<file path="config.mk">
export PLATFORM = sky130hd
export DESIGN_NAME = alu_ir_mar_datapath_flat
export DESIGN_NICKNAME = d
export VERILOG_FILES = /design/src/rtl/alu_ir_mar_datapath_if.sv /design/src/rtl/alu_ir_mar_datapath.sv /design/src/flat_wrapper.sv
export SDC_FILE = /design/constraint.sdc
export NUM_CORES = 1
export LEC_CHECK = 0
export BUFFER_PORTS_ARGS = -buffer_cell sky130_fd_sc_hd__buf_4
export CAP_MARGIN = 5
export CORE_MARGIN = 3
export CORE_UTILIZATION = 45
export CTS_BUF_LIST = sky130_fd_sc_hd__clkbuf_8
export CTS_CLUSTER_DIAMETER = 40
export DETAILED_ROUTE_END_ITERATION = 6
export PLACE_DENSITY_LB_ADDON = 0.08
export SYNTH_ARGS = -nofsm -noshare
export SYNTH_HDL_FRONTEND = slang
export SYNTH_SLANG_ARGS = --single-unit
export TNS_END_PERCENT = 100
</file>
<file path="constraint.sdc">
create_clock -name CLK -period 15.3 [get_ports CLK]
set_input_delay 3.825 -clock CLK [delete_from_list [all_inputs] [get_ports CLK]]
set_output_delay 3.825 -clock CLK [all_outputs]
set_load 0.05 [all_outputs]
</file>
<file path="src/rtl/alu_ir_mar_datapath_if.sv">
// Bus bundle between the control/operand side and the ALU/IR/MAR/FR datapath slice.
interface alu_ir_mar_datapath_if #(
  parameter int unsigned WIDTH = 32
);
  logic [WIDTH-1:0] pa;
  logic [WIDTH-1:0] pb;
  logic [4:0]       op;
  logic             carry_in;
  logic [WIDTH-1:0] ir_d;
  logic             ir_ld;
  logic             mar_ld;
  logic             fr_ld;
  logic [WIDTH-1:0] result;
  logic             flag_z;
  logic             flag_n;
  logic             flag_c;
  logic             flag_v;
  logic [WIDTH-1:0] ir_q;
  logic [WIDTH-1:0] mar_q;
  logic [3:0]       fr_q;

  modport master (
    output pa, pb, op, carry_in, ir_d, ir_ld, mar_ld, fr_ld,
    input  result, flag_z, flag_n, flag_c, flag_v, ir_q, mar_q, fr_q
  );

  modport slave (
    input  pa, pb, op, carry_in, ir_d, ir_ld, mar_ld, fr_ld,
    output result, flag_z, flag_n, flag_c, flag_v, ir_q, mar_q, fr_q
  );
endinterface

</file>
<file path="src/rtl/alu_ir_mar_datapath.sv">
// Multicycle CPU datapath slice: combinational ALU with flags, plus IR, MAR and
// flag registers sharing one synchronous active-high clear.
module alu_ir_mar_datapath #(
  parameter int unsigned WIDTH = 32
) (
  input logic                   CLK,
  input logic                   CLR,
  alu_ir_mar_datapath_if.slave  bus
);
  localparam int unsigned MSB = WIDTH - 1;

  logic [WIDTH-1:0] a_e;
  logic [WIDTH-1:0] b_e;
  logic [WIDTH+1:0] k;
  logic [WIDTH+1:0] sum;
  logic             arith;
  logic [WIDTH-1:0] res;
  logic             c;
  logic             v;

  // Every arithmetic op is an add of two effective addends plus a small constant;
  // two guard bits hold the carry of A+B+4.
  always_comb begin
    a_e   = bus.pa;
    b_e   = bus.pb;
    k     = '0;
    arith = 1'b0;
    res   = '0;
    c     = bus.carry_in;
    v     = 1'b0;
    unique case (bus.op)
      5'd0, 5'd8:   res = bus.pa & bus.pb;
      5'd1, 5'd9:   res = bus.pa ^ bus.pb;
      5'd12:        res = bus.pa | bus.pb;
      5'd13:        res = bus.pb;
      5'd14:        res = bus.pa & ~bus.pb;
      5'd15:        res = ~bus.pb;
      5'd17:        res = bus.pa;
      5'd2, 5'd10:  begin arith = 1'b1; b_e = ~bus.pb; k = (WIDTH+2)'(1); end
      5'd3:         begin arith = 1'b1; a_e = bus.pb; b_e = ~bus.pa; k = (WIDTH+2)'(1); end
      5'd4, 5'd11:  arith = 1'b1;
      5'd5:         begin arith = 1'b1; k = (WIDTH+2)'(bus.carry_in); end
      5'd6:         begin arith = 1'b1; b_e = ~bus.pb; k = (WIDTH+2)'(bus.carry_in); end
      5'd7:         begin arith = 1'b1; a_e = bus.pb; b_e = ~bus.pa; k = (WIDTH+2)'(bus.carry_in); end
      5'd16:        begin arith = 1'b1; b_e = WIDTH'(4); end
      5'd18:        begin arith = 1'b1; k = (WIDTH+2)'(4); end
      default:      res = '0;
    endcase
    sum = {2'b00, a_e} + {2'b00, b_e} + k;
    if (arith) begin
      res = sum[WIDTH-1:0];
      c   = |sum[WIDTH+1:WIDTH];
      v   = (a_e[MSB] == b_e[MSB]) && (sum[MSB] != a_e[MSB]);
    end
  end

  assign bus.result = res;
  assign bus.flag_z = (res == '0);
  assign bus.flag_n = res[MSB];
  assign bus.flag_c = c;
  assign bus.flag_v = v;

  // Clear beats every load; enabled registers update independently on one edge.
  always_ff @(posedge CLK) begin
    if (CLR) begin
      bus.ir_q  <= '0;
      bus.mar_q <= '0;
      bus.fr_q  <= '0;
    end else begin
      if (bus.ir_ld)  bus.ir_q  <= bus.ir_d;
      if (bus.mar_ld) bus.mar_q <= res;
      if (bus.fr_ld)  bus.fr_q  <= {res[MSB], (res == '0), c, v};
    end
  end
endmodule

</file>
<file path="src/flat_wrapper.sv">
// flat-port wrapper written by rule: the top's interface ports become plain ports
module alu_ir_mar_datapath_flat 
#(
  parameter int unsigned WIDTH = 32
)
  (CLK, CLR, bus_pa, bus_pb, bus_op, bus_carry_in, bus_ir_d, bus_ir_ld, bus_mar_ld, bus_fr_ld, bus_result, bus_flag_z, bus_flag_n, bus_flag_c, bus_flag_v, bus_ir_q, bus_mar_q, bus_fr_q);
  alu_ir_mar_datapath_if #(.WIDTH(WIDTH)) bus_i ();
  input logic CLK;
  input logic CLR;
  input wire logic [$bits(bus_i.pa)-1:0] bus_pa;
  input wire logic [$bits(bus_i.pb)-1:0] bus_pb;
  input wire logic [$bits(bus_i.op)-1:0] bus_op;
  input wire logic [$bits(bus_i.carry_in)-1:0] bus_carry_in;
  input wire logic [$bits(bus_i.ir_d)-1:0] bus_ir_d;
  input wire logic [$bits(bus_i.ir_ld)-1:0] bus_ir_ld;
  input wire logic [$bits(bus_i.mar_ld)-1:0] bus_mar_ld;
  input wire logic [$bits(bus_i.fr_ld)-1:0] bus_fr_ld;
  output wire logic [$bits(bus_i.result)-1:0] bus_result;
  output wire logic [$bits(bus_i.flag_z)-1:0] bus_flag_z;
  output wire logic [$bits(bus_i.flag_n)-1:0] bus_flag_n;
  output wire logic [$bits(bus_i.flag_c)-1:0] bus_flag_c;
  output wire logic [$bits(bus_i.flag_v)-1:0] bus_flag_v;
  output wire logic [$bits(bus_i.ir_q)-1:0] bus_ir_q;
  output wire logic [$bits(bus_i.mar_q)-1:0] bus_mar_q;
  output wire logic [$bits(bus_i.fr_q)-1:0] bus_fr_q;
  assign bus_i.pa = bus_pa;
  assign bus_i.pb = bus_pb;
  assign bus_i.op = bus_op;
  assign bus_i.carry_in = bus_carry_in;
  assign bus_i.ir_d = bus_ir_d;
  assign bus_i.ir_ld = bus_ir_ld;
  assign bus_i.mar_ld = bus_mar_ld;
  assign bus_i.fr_ld = bus_fr_ld;
  assign bus_result = bus_i.result;
  assign bus_flag_z = bus_i.flag_z;
  assign bus_flag_n = bus_i.flag_n;
  assign bus_flag_c = bus_i.flag_c;
  assign bus_flag_v = bus_i.flag_v;
  assign bus_ir_q = bus_i.ir_q;
  assign bus_mar_q = bus_i.mar_q;
  assign bus_fr_q = bus_i.fr_q;
  alu_ir_mar_datapath #(.WIDTH(WIDTH)) u_core (.CLK(CLK), .CLR(CLR), .bus(bus_i));
endmodule
</file>
### Word level (Yosys, flattened, before mapping)

Index checks and enable logic that the tools add are counted.

| storage, ports and cells | value |
|---|---|
| flip-flop bits (word level) | 68 |
| bits in latches | 0 |
| memory bits (writable) | 0 |
| ROM bits | 0 |
| input bits | 107 |
| logic and storage cells | 50 |
| memories | 0 |

| cells by class | value |
|---|---|
| $add $sub $neg | 2 |
| $mul | 0 |
| div/mod/pow operators | 0 |
| order comparisons | 0 |
| equality and inequality tests | 20 |
| shift-type cells | 0 |
| multiplexer cells | 8 |
| bitwise operators | 6 |
| reduce and logical (&&, ||, !) cells | 11 |

Operator list:

| kind | count |
|---|---|
| case mux 32 bit (7 select lines) | 1 |
| case mux 32 bit (3 select lines) | 1 |
| AND 32 bit | 2 |
| 2-to-1 mux 32 bit | 2 |
| NOT 32 bit | 2 |
| equality test 5 x 4 -> 1 bit (second input constant) | 8 |
| adder 34 x 3 -> 34 bit | 1 |
| adder 32 x 32 -> 33 bit | 1 |
| zero test 32 bit | 1 |
| bitwise OR 32 bit | 1 |
| bitwise XOR 32 bit | 1 |
| equality test 5 x 3 -> 1 bit (second input constant) | 4 |
| equality test 5 bit (second input constant) | 3 |
| equality test 5 x 2 -> 1 bit (second input constant) | 2 |
| OR reduction 10 bit | 1 |
| case mux 3 bit (3 select lines) | 1 |
| OR reduction 3 bit | 3 |
| OR reduction 2 bit | 4 |
| equality test 5 x 1 -> 1 bit (second input constant) | 1 |
| zero test 5 bit | 1 |
| 2-to-1 mux 1 bit | 3 |
| equality test 1 bit | 1 |
| logical AND 1 bit | 1 |
| != test 1 bit | 1 |

### Longest topological paths before layout

Gate-level depths: netlist of run 1.

| logic depth | value |
|---|---|
| depth after elaboration | 8 |
| gate-level depth with buffers | 25 |
| gate-level depth less buffers | 23 |

### Least setup slack after synthesis of run 1

Ideal clock, no wire load.

| timing path | value |
|---|---|
| path type | input to output |
| start point | input port bus_op[1] |
| end point | output port bus_flag_z |
| data arrival time | 10447 ps |
| required time | 11475 ps |
| slack | 1028 ps |
| stages | 24 |
| path buffers | 3 |
| path through | clkbuf_1 -> clkbuf_1 -> nand2_1 -> nor3_1 -> clkbuf_1 -> nand2_1 -> o21ai_0 -> ha_1 -> inv_1 -> fa_1 -> xnor2_1 -> ha_1 -> and3b_1 -> o22ai_1 -> or2_2 -> nor4_1 -> xnor2_1 -> o21ai_0 -> or4_1 -> nor4_1 -> and4_1 -> o2111ai_1 -> or4_4 -> nor2_1 |

| between the ends | value |
|---|---|
| cells in the longest elaborated chain, start to end | 7 |

RTL lines:

| what | RTL line | RTL |
|---|---|---|
| start: declaration | flat_wrapper.sv:12 | `input wire logic [$bits(bus_i.op)-1:0] bus_op;` |
| equality test 5 x 2 -> 1 bit, or another cell as far along | alu_ir_mar_datapath.sv:31 | `unique case (bus.op)` |
| OR reduction 3 bit (no line) / OR reduction 2 bit (equally long branches) | -- |  |
| case mux 32 bit (3 select lines) / 2-to-1 mux 32 bit (equally long branches) | alu_ir_mar_datapath.sv:31 |  |
| adder 32 x 32 -> 33 bit | alu_ir_mar_datapath.sv:49 | `sum = {2'b00, a_e} + {2'b00, b_e} + k;` |
| adder 34 x 3 -> 34 bit | alu_ir_mar_datapath.sv:49 |  |
| 2-to-1 mux 32 bit (*) | alu_ir_mar_datapath.sv:50 | `if (arith) begin` |
| named net bus_result[7] | flat_wrapper.sv:18 | `output wire logic [$bits(bus_i.result)-1:0] bus_result;` |
| zero test 32 bit (*) | alu_ir_mar_datapath.sv:58 | `assign bus.flag_z = (res == '0);` |
| end: declaration | flat_wrapper.sv:19 | `output wire logic [$bits(bus_i.flag_z)-1:0] bus_flag_z;` |

Mark *: on every way through the listed nets, which the timed path passes. The rest lies on a longest branch.

### Worst setup path in the final report of run 1

| timing path | value |
|---|---|
| start point | input port bus_op[3] |
| end point | output port bus_flag_z |

| between the ends | value |
|---|---|
| cells in the longest elaborated chain, start to end | 7 |

RTL lines:

| what | RTL line |
|---|---|
| equality test 5 x 2 -> 1 bit, or another cell as far along | alu_ir_mar_datapath.sv:31 |
| OR reduction 3 bit (no line) / OR reduction 2 bit (equally long branches) | -- |
| case mux 32 bit (3 select lines) / 2-to-1 mux 32 bit (equally long branches) | alu_ir_mar_datapath.sv:31 |
| adder 32 x 32 -> 33 bit | alu_ir_mar_datapath.sv:49 |
| adder 34 x 3 -> 34 bit | alu_ir_mar_datapath.sv:49 |
| 2-to-1 mux 32 bit (*) | alu_ir_mar_datapath.sv:50 |
| zero test 32 bit (*) | alu_ir_mar_datapath.sv:58 |

Every way passes the cells marked *; elsewhere a longest branch is shown, timed or not.

==> impl_metrics.env, run 1 <==
export IMPL_max_cap_violations=0
export IMPL_synth_nets=1490
export IMPL_synth_edf_count=0
export IMPL_synth_distinct_cells=101
export IMPL_via_per_inst=5.96
export IMPL_finalInstanceArea_um2=10900
export IMPL_fmax_mhz=73.3
export IMPL_setup_violations=0
export IMPL_r2r_end="u_core.bus.fr_q[0]$_SDFFE_PP0P_"
export IMPL_die_h_um=148
export IMPL_wl_um=33700
export IMPL_ctsHoldBuffers=0
export IMPL_dr_pass1_iters=5
export IMPL_dp_hpwl_um=26400
export IMPL_p_per_area_nw_per_um2=88.0
export IMPL_nNetsFinal=1626
export IMPL_antenna_found_initial=0
export IMPL_r2r_slack_ns=14.54
export IMPL_tritoncts="done"
export IMPL_grt_pass1_vias=9106
export IMPL_crit_path_end_kind="primary output"
export IMPL_vias=10300
export IMPL_diodes=0
export IMPL_required_ns=11.48
export IMPL_period_minus_slack_ns=13.64
export IMPL_drc=0
export IMPL_core_region_area_um2=19700
export IMPL_final_util_pct=55.3
export IMPL_start_util_pct=46.3
export IMPL_path_clk_slew_ns=0.07
export IMPL_p_leak_nw=4.85
export IMPL_cts_sinks=68
export IMPL_hold_viol=0
export IMPL_syn2layout_area_growth_pct=19.4
export IMPL_slowest_stage="nor4_1"
export IMPL_synth_cells=1315
export IMPL_r2r_start="u_core.bus.fr_q[0]$_SDFFE_PP0P_"
export IMPL_crit_start="bus_op[3]"
export IMPL_rows=51
export IMPL_path_cells="buf_4, and2_1, or3_1, buf_4, o221ai_1, ha_1, a21oi_1, o21ai_1, a211oi_4, a2111oi_1, nor4_1, nand4_1, nor4_1, xnor2_1, a21oi_2, or4_4, nor2_1, buf_4"
export IMPL_synthFlopType="dfxtp_1"
export IMPL_io_buffers=210
export IMPL_drv_slew=0
export IMPL_ys_seq_elements=68
export IMPL_syn_area_um2=9090
export IMPL_postRouteAntennaNets=0
export IMPL_rsz0062_at_grt="no"
export IMPL_synthArstFlopShare_pct=0
export IMPL_fin_tns_setup_ns=0
export IMPL_cpPeakStageDelay_ns=0.68
export IMPL_grt_ovfl_total=0
export IMPL_die_w_um=148
export IMPL_path_common_cell="buf_4"
export IMPL_cts_root_buf="clkbuf_8"
export IMPL_insertion_delay_ns=0.33
export IMPL_htree_num_levels=3
export IMPL_post_cts_resize_count=0
export IMPL_grt_use_total_pct=29.1
export IMPL_io_pins=211
export IMPL_wl_per_cell_um=19.6
export IMPL_drt_iter0_markers=853
export IMPL_yosysSeqAreaShare_pct=15.0
export IMPL_fin_skew_ns=0
export IMPL_relSlewSlack_pct=32.7
export IMPL_peakVddDrop_uv=43.0
export IMPL_timing_worst_setup_path_type="input port to primary output"
export IMPL_drive_above_1_share_pct=19.8
export IMPL_cp_arrival_ns=9.81
export IMPL_grt_pass1_wl_um=51300
export IMPL_status="finished clean"
export IMPL_syn_avg_cell_area_um2=6.92
export IMPL_dieArea_um2=22000
export IMPL_placed_area_um2=10600
export IMPL_crit_path_end="bus_flag_z"
export IMPL_gp_congestion=0.928
export IMPL_hold_path_class="flip-flop to flip-flop"
export IMPL_finalPower_mw=0.956
export IMPL_crit_fanout=25
export IMPL_rr_worst_depth=2
export IMPL_clockBufferDepth=2
export IMPL_yosys_warnings=0
export IMPL_post_cts_buffers=0
export IMPL_min_from="u_core.bus.mar_q[19]$_SDFFE_PP0P_"
export IMPL_numCtsBuffers=9
export IMPL_grt_max_degree=70
export IMPL_worst_pin_slew_ns=0.984
export IMPL_start_kind="input port"
export IMPL_period_share_pct=89.1
[cell usage after synthesis, types with 6 or more instances]
cell type / count / area (um^2)
a211oi_1: 43 / 323
a21o_1: 13 / 97.6
a21oi_1: 76 / 380
a31oi_1: 7 / 43.8
and3_1: 9 / 56.3
and4_1: 8 / 70.1
buf_1: 7 / 26.3
buf_2: 12 / 60.1
clkbuf_1: 62 / 233
clkbuf_8: 7 / 96.3
dfxtp_1: 68 / 1360
ha_1: 67 / 838
inv_1: 92 / 345
mux2i_1: 45 / 450
nand2_1: 170 / 638
nand2b_1: 12 / 75.1
nand3_1: 22 / 110
nand4_1: 17 / 106
nor2_1: 153 / 574
nor3_1: 48 / 240
nor4_1: 10 / 62.6
o2111ai_1: 9 / 78.8
o211ai_1: 28 / 210
o21a_1: 6 / 45.0
o21ai_0: 91 / 455
o21ai_1: 6 / 30.0
o221ai_1: 34 / 298
o22ai_1: 7 / 43.8
or2_2: 7 / 43.8
or3_1: 8 / 50.1
xnor2_1: 22 / 193
xor2_1: 15 / 131
[critical path, delay by kind of cell]
kind	cells	cell delay (ns)
adders and majority gates	1	0.46
xor gates and xnor gates	1	0.23
buffers and inverters	3	0.79
AOI/OAI and AO/OA	6	1.49
and+or+nand+nor	7	2.99
[state kept, by name (all words and copies together), names as in the netlist]
register / count
u_core.bus.fr_q: 4
u_core.bus.ir_q: 32
u_core.bus.mar_q: 32
[cell families (layout without fill, tap and decap cells)]
kind of cell,after synthesis,after routing,synth area share (%)
AND/OR/NAND/NOR,508,508,26.7
AO/OA/AOI/OAI,398,398,30.6
buffers and inverters,189,330,9.51
adder cells (fa/ha/maj),68,68,9.44
flip-flops,68,68,15.0
multiplexers,47,47,5.20
XOR/XNOR,37,37,3.56
[routing by layer]
| metal | global-route usage (%) | vias up | routed length, um |
|---|---|---|---|
| met5 | 0 | - | 0 |
| met4 | 8.91 | 0 | 918 |
| met3 | 5.15 | 41 | 2630 |
| met2 | 47.6 | 369 | 15100 |
| met1 | 39.2 | 4782 | 15100 |
| li1 | - | 5061 | - |
[report_power, final]
part,switching [mW],total [mW],internal (mW)
clock network,0.0645,0.181,0.116
registers,0.00814,0.199,0.191
logic,0.387,0.576,0.189
[worst min-delay path by stage]
stage | to | slack (ns) | depth (start not counted)
finish | u_core.bus.mar_q[19]$_SDFFE_PP0P_ | 0.48 | 2
global route | u_core.bus.mar_q[7]$_SDFFE_PP0P_ | 0.51 | 2
CTS | u_core.bus.mar_q[19]$_SDFFE_PP0P_ | 0.49 | 2
detailed placement | u_core.bus.mar_q[19]$_SDFFE_PP0P_ | 0.48 | 2
global placement | u_core.bus.mar_q[19]$_SDFFE_PP0P_ | 0.46 | 2
floorplan | u_core.bus.mar_q[16]$_SDFFE_PP0P_ | 0.69 | 2
[per-stage QoR]
stage	hold slack, ns	setup slack [ns]	cells
after floorplan	0.690	1.03	1315
after global placement	0.464	1.92	1705
after detailed placement	0.475	1.72	1705
after CTS	0.485	1.72	1721
after global routing	0.509	1.29	1721
final	0.483	1.66	1721
[cells in the final DEF (no fill, tap or decap), types with 10 or more instances in the layout]
cell type	instances
buf_4	222
nand2_1	170
nor2_1	152
inv_1	93
o21ai_0	90
a21oi_1	76
dfxtp_1	68
ha_1	67
nor3_1	47
mux2i_1	45
a211oi_1	43
o221ai_1	34
o211ai_1	28
nand3_1	22
xnor2_1	22
nand4_1	17
xor2_1	15
a21o_1	13
nand2b_1	12
clkbuf_8	11
nor4_1	10
[cell type report]
type                       instances  area, um^2
fill                            1977        8790
multi-input combinational       1058        6910
timing repair buffer             222        1670
sequential                        68        1360
inverter                          92         345
tap                              265         332
clock buffer                      11         151
clock inverter                     5        98.8
Power figures use the tool's default switching activity.
==> run 2: changes to the inputs <==
--- a/config.mk
+++ b/config.mk
@@ -9,2 +9,3 @@
 export CAP_MARGIN = 5
+export CORE_ASPECT_RATIO = 1.25
 export CORE_MARGIN = 3
@@ -13,2 +14,3 @@
 export CTS_CLUSTER_DIAMETER = 40
+export CTS_CLUSTER_SIZE = 28
 export DETAILED_ROUTE_END_ITERATION = 6
==> constraint.sdc (replaced) <==
create_clock -name CLK -period 15.3 [get_ports CLK]
set_input_delay 3.06 -clock CLK [delete_from_list [all_inputs] [get_ports CLK]]
set_output_delay 3.06 -clock CLK [all_outputs]
set_load 0.05 [all_outputs]
==> impl_metrics.env, run 2 (synthesis results as in run 1) <==
export IMPL_status="finished clean"
export IMPL_rr_worst_depth=2
export IMPL_max_cap_violations=0
export IMPL_cp_num_cells=21
export IMPL_gp_congestion=0.986
export IMPL_cpLargestDelayFamily="simple AND/OR/NAND/NOR gates"
export IMPL_post_cts_resize_count=0
export IMPL_core_region_area_um2=19600
export IMPL_r2r_slack_ns=14.52
export IMPL_finalPower_mw=0.895
export IMPL_numCtsBuffers=9
export IMPL_cts_root_buf="clkbuf_8"
export IMPL_vias=10300
export IMPL_syn2layout_area_growth_pct=18.4
export IMPL_wl_met1_um=14100
export IMPL_hold_viol=0
export IMPL_top_regs="u_core.bus.ir_q x32, u_core.bus.mar_q x32, u_core.bus.fr_q x4"
export IMPL_dr_max_layer_used="met4"
export IMPL_finalInstanceArea_um2=10800
export IMPL_dieArea_um2=22000
export IMPL_drive_above_1_share_pct=19.8
export IMPL_io_buffers=210
export IMPL_cp_arrival_ns=9.00
export IMPL_layout_common_cells="buf_4 (222), nand2_1 (170), nor2_1 (152)"
export IMPL_wl_um=33700
export IMPL_grt_ovfl_total=0
export IMPL_htree_num_levels=3
export IMPL_grt_pass1_wl_um=52200
export IMPL_timing_worst_setup_path_type="input port to primary output"
export IMPL_setup_violations=0
export IMPL_clockBufferDepth=2
export IMPL_nNetsFinal=1626
export IMPL_crit_path_end_kind="primary output"
export IMPL_cpPeakStageDelay_ns=0.69
export IMPL_die_h_um=165
export IMPL_rsz0062_at_grt="no"
export IMPL_grt_max_degree=70
export IMPL_fmax_mhz=82.9
export IMPL_r2r_start="u_core.bus.fr_q[0]$_SDFFE_PP0P_"
export IMPL_via_per_inst=5.98
export IMPL_path_cells="buf_4, inv_1, or3_1, o21ai_0, a22oi_2, buf_4, nand2_1, o221ai_1, ha_1, a21oi_1, o21ai_1, a211oi_4, a2111oi_1, nor4_1, nand4_1, nor4_1, xnor2_1, a21oi_2, or4_4, nor2_1, buf_4"
export IMPL_relSlewSlack_pct=29.5
export IMPL_peakVddDrop_uv=38.6
export IMPL_crit_path_end="bus_flag_z"
export IMPL_period_share_pct=78.8
export IMPL_fin_skew_ns=0
export IMPL_period_minus_slack_ns=12.06
export IMPL_drt_iter0_markers=716
export IMPL_dp_hpwl_um=26200
export IMPL_final_common_cell="buf_4"
export IMPL_worst_pin_slew_ns=1.03
export IMPL_slowest_stage="nor4_1"
export IMPL_p_leak_nw=4.82
export IMPL_grt_pass1_vias=9325
export IMPL_hold_path_class="flip-flop to flip-flop"
export IMPL_insertion_delay_ns=0.33
export IMPL_wl_per_cell_um=19.6
export IMPL_p_per_area_nw_per_um2=83.1
export IMPL_tritoncts="done"
export IMPL_start_kind="input port"
export IMPL_drv_slew=0
export IMPL_wl_met2_um=16400
export IMPL_antenna_found_initial=0
export IMPL_crit_start="bus_op[4]"
export IMPL_r2r_end="u_core.bus.fr_q[0]$_SDFFE_PP0P_"
export IMPL_placed_area_um2=10600
export IMPL_path_common_cell="buf_4"
export IMPL_io_pins=211
export IMPL_post_cts_buffers=0
export IMPL_crit_buf_inv=4
export IMPL_dr_pass1_iters=5
export IMPL_crit_fanout=31
export IMPL_postRouteAntennaNets=0
export IMPL_final_util_pct=54.9
export IMPL_path_clk_slew_ns=0.07
export IMPL_rows=57
export IMPL_die_w_um=133
export IMPL_drc=0
export IMPL_cts_sinks=68
export IMPL_required_ns=12.24
export IMPL_dr_wl_met3_um=2220
export IMPL_diodes=0
export IMPL_start_util_pct=46.4
export IMPL_fin_tns_setup_ns=0
export IMPL_ctsHoldBuffers=0
export IMPL_grt_use_total_pct=29.2
[run 2: changes by cell type in the layout (fill, tap and decap cells not counted)]
cell | before | now
clkinv_4 | 0 | 1
inv_1 | 93 | 94
bufinv_16 | 3 | 0
clkbuf_8 | 11 | 9
clkinv_2 | 1 | 4
[run 2: metal layers]
| metal | vias up | global-route usage, % |
|---|---|---|
| met5 | - | 0 |
| met4 | 0 | 9.12 |
| met3 | 51 | 4.81 |
| met2 | 374 | 50.9 |
| met1 | 4790 | 36.9 |
| li1 | 5074 | - |
[run 2: cell type report]
type / count / area, um^2
Timing Repair Buffer: 222 / 1670
Clock buffer: 9 / 124
Inverter: 92 / 345
Fill cell: 1986 / 8840
Clock inverter: 7 / 36.3
Multi-Input combinational cell: 1058 / 6910
Sequential cell: 68 / 1360
Tap cell: 265 / 332
[run 2: worst min-delay path, stage by stage, from the launching register on]
cell and delay [ns]:
dfxtp_1 0.31, nand2_1 0.06, a21oi_1 0.06
[run 2: stage by stage]
stage	hold WS, ns	worst slack, ns	cells
after floorplan	0.690	2.56	1315
final	0.472	3.24	1721
after CTS	0.474	3.35	1721
after detailed placement	0.464	3.36	1705
after global routing	0.498	2.92	1721
after global placement	0.456	3.51	1705
[run 2: how the worst min path moves through the flow]
stage | from | end | slack [ns] | cells after the start
after CTS | u_core.bus.mar_q[19]$_SDFFE_PP0P_ | u_core.bus.mar_q[19]$_SDFFE_PP0P_ | 0.47 | 2
final | u_core.bus.mar_q[19]$_SDFFE_PP0P_ | u_core.bus.mar_q[19]$_SDFFE_PP0P_ | 0.47 | 2
after detailed placement | u_core.bus.mar_q[19]$_SDFFE_PP0P_ | u_core.bus.mar_q[19]$_SDFFE_PP0P_ | 0.46 | 2
after global placement | u_core.bus.mar_q[19]$_SDFFE_PP0P_ | u_core.bus.mar_q[19]$_SDFFE_PP0P_ | 0.46 | 2
after floorplan | u_core.bus.mar_q[16]$_SDFFE_PP0P_ | u_core.bus.mar_q[16]$_SDFFE_PP0P_ | 0.69 | 2
after global routing | u_core.bus.mar_q[12]$_SDFFE_PP0P_ | u_core.bus.mar_q[12]$_SDFFE_PP0P_ | 0.50 | 2
[run 2: where the power goes]
part           switching, mW  total (mW)  internal (mW)
registers            0.00656       0.197          0.190
clock network         0.0671       0.124         0.0568
logic                  0.385       0.574          0.190
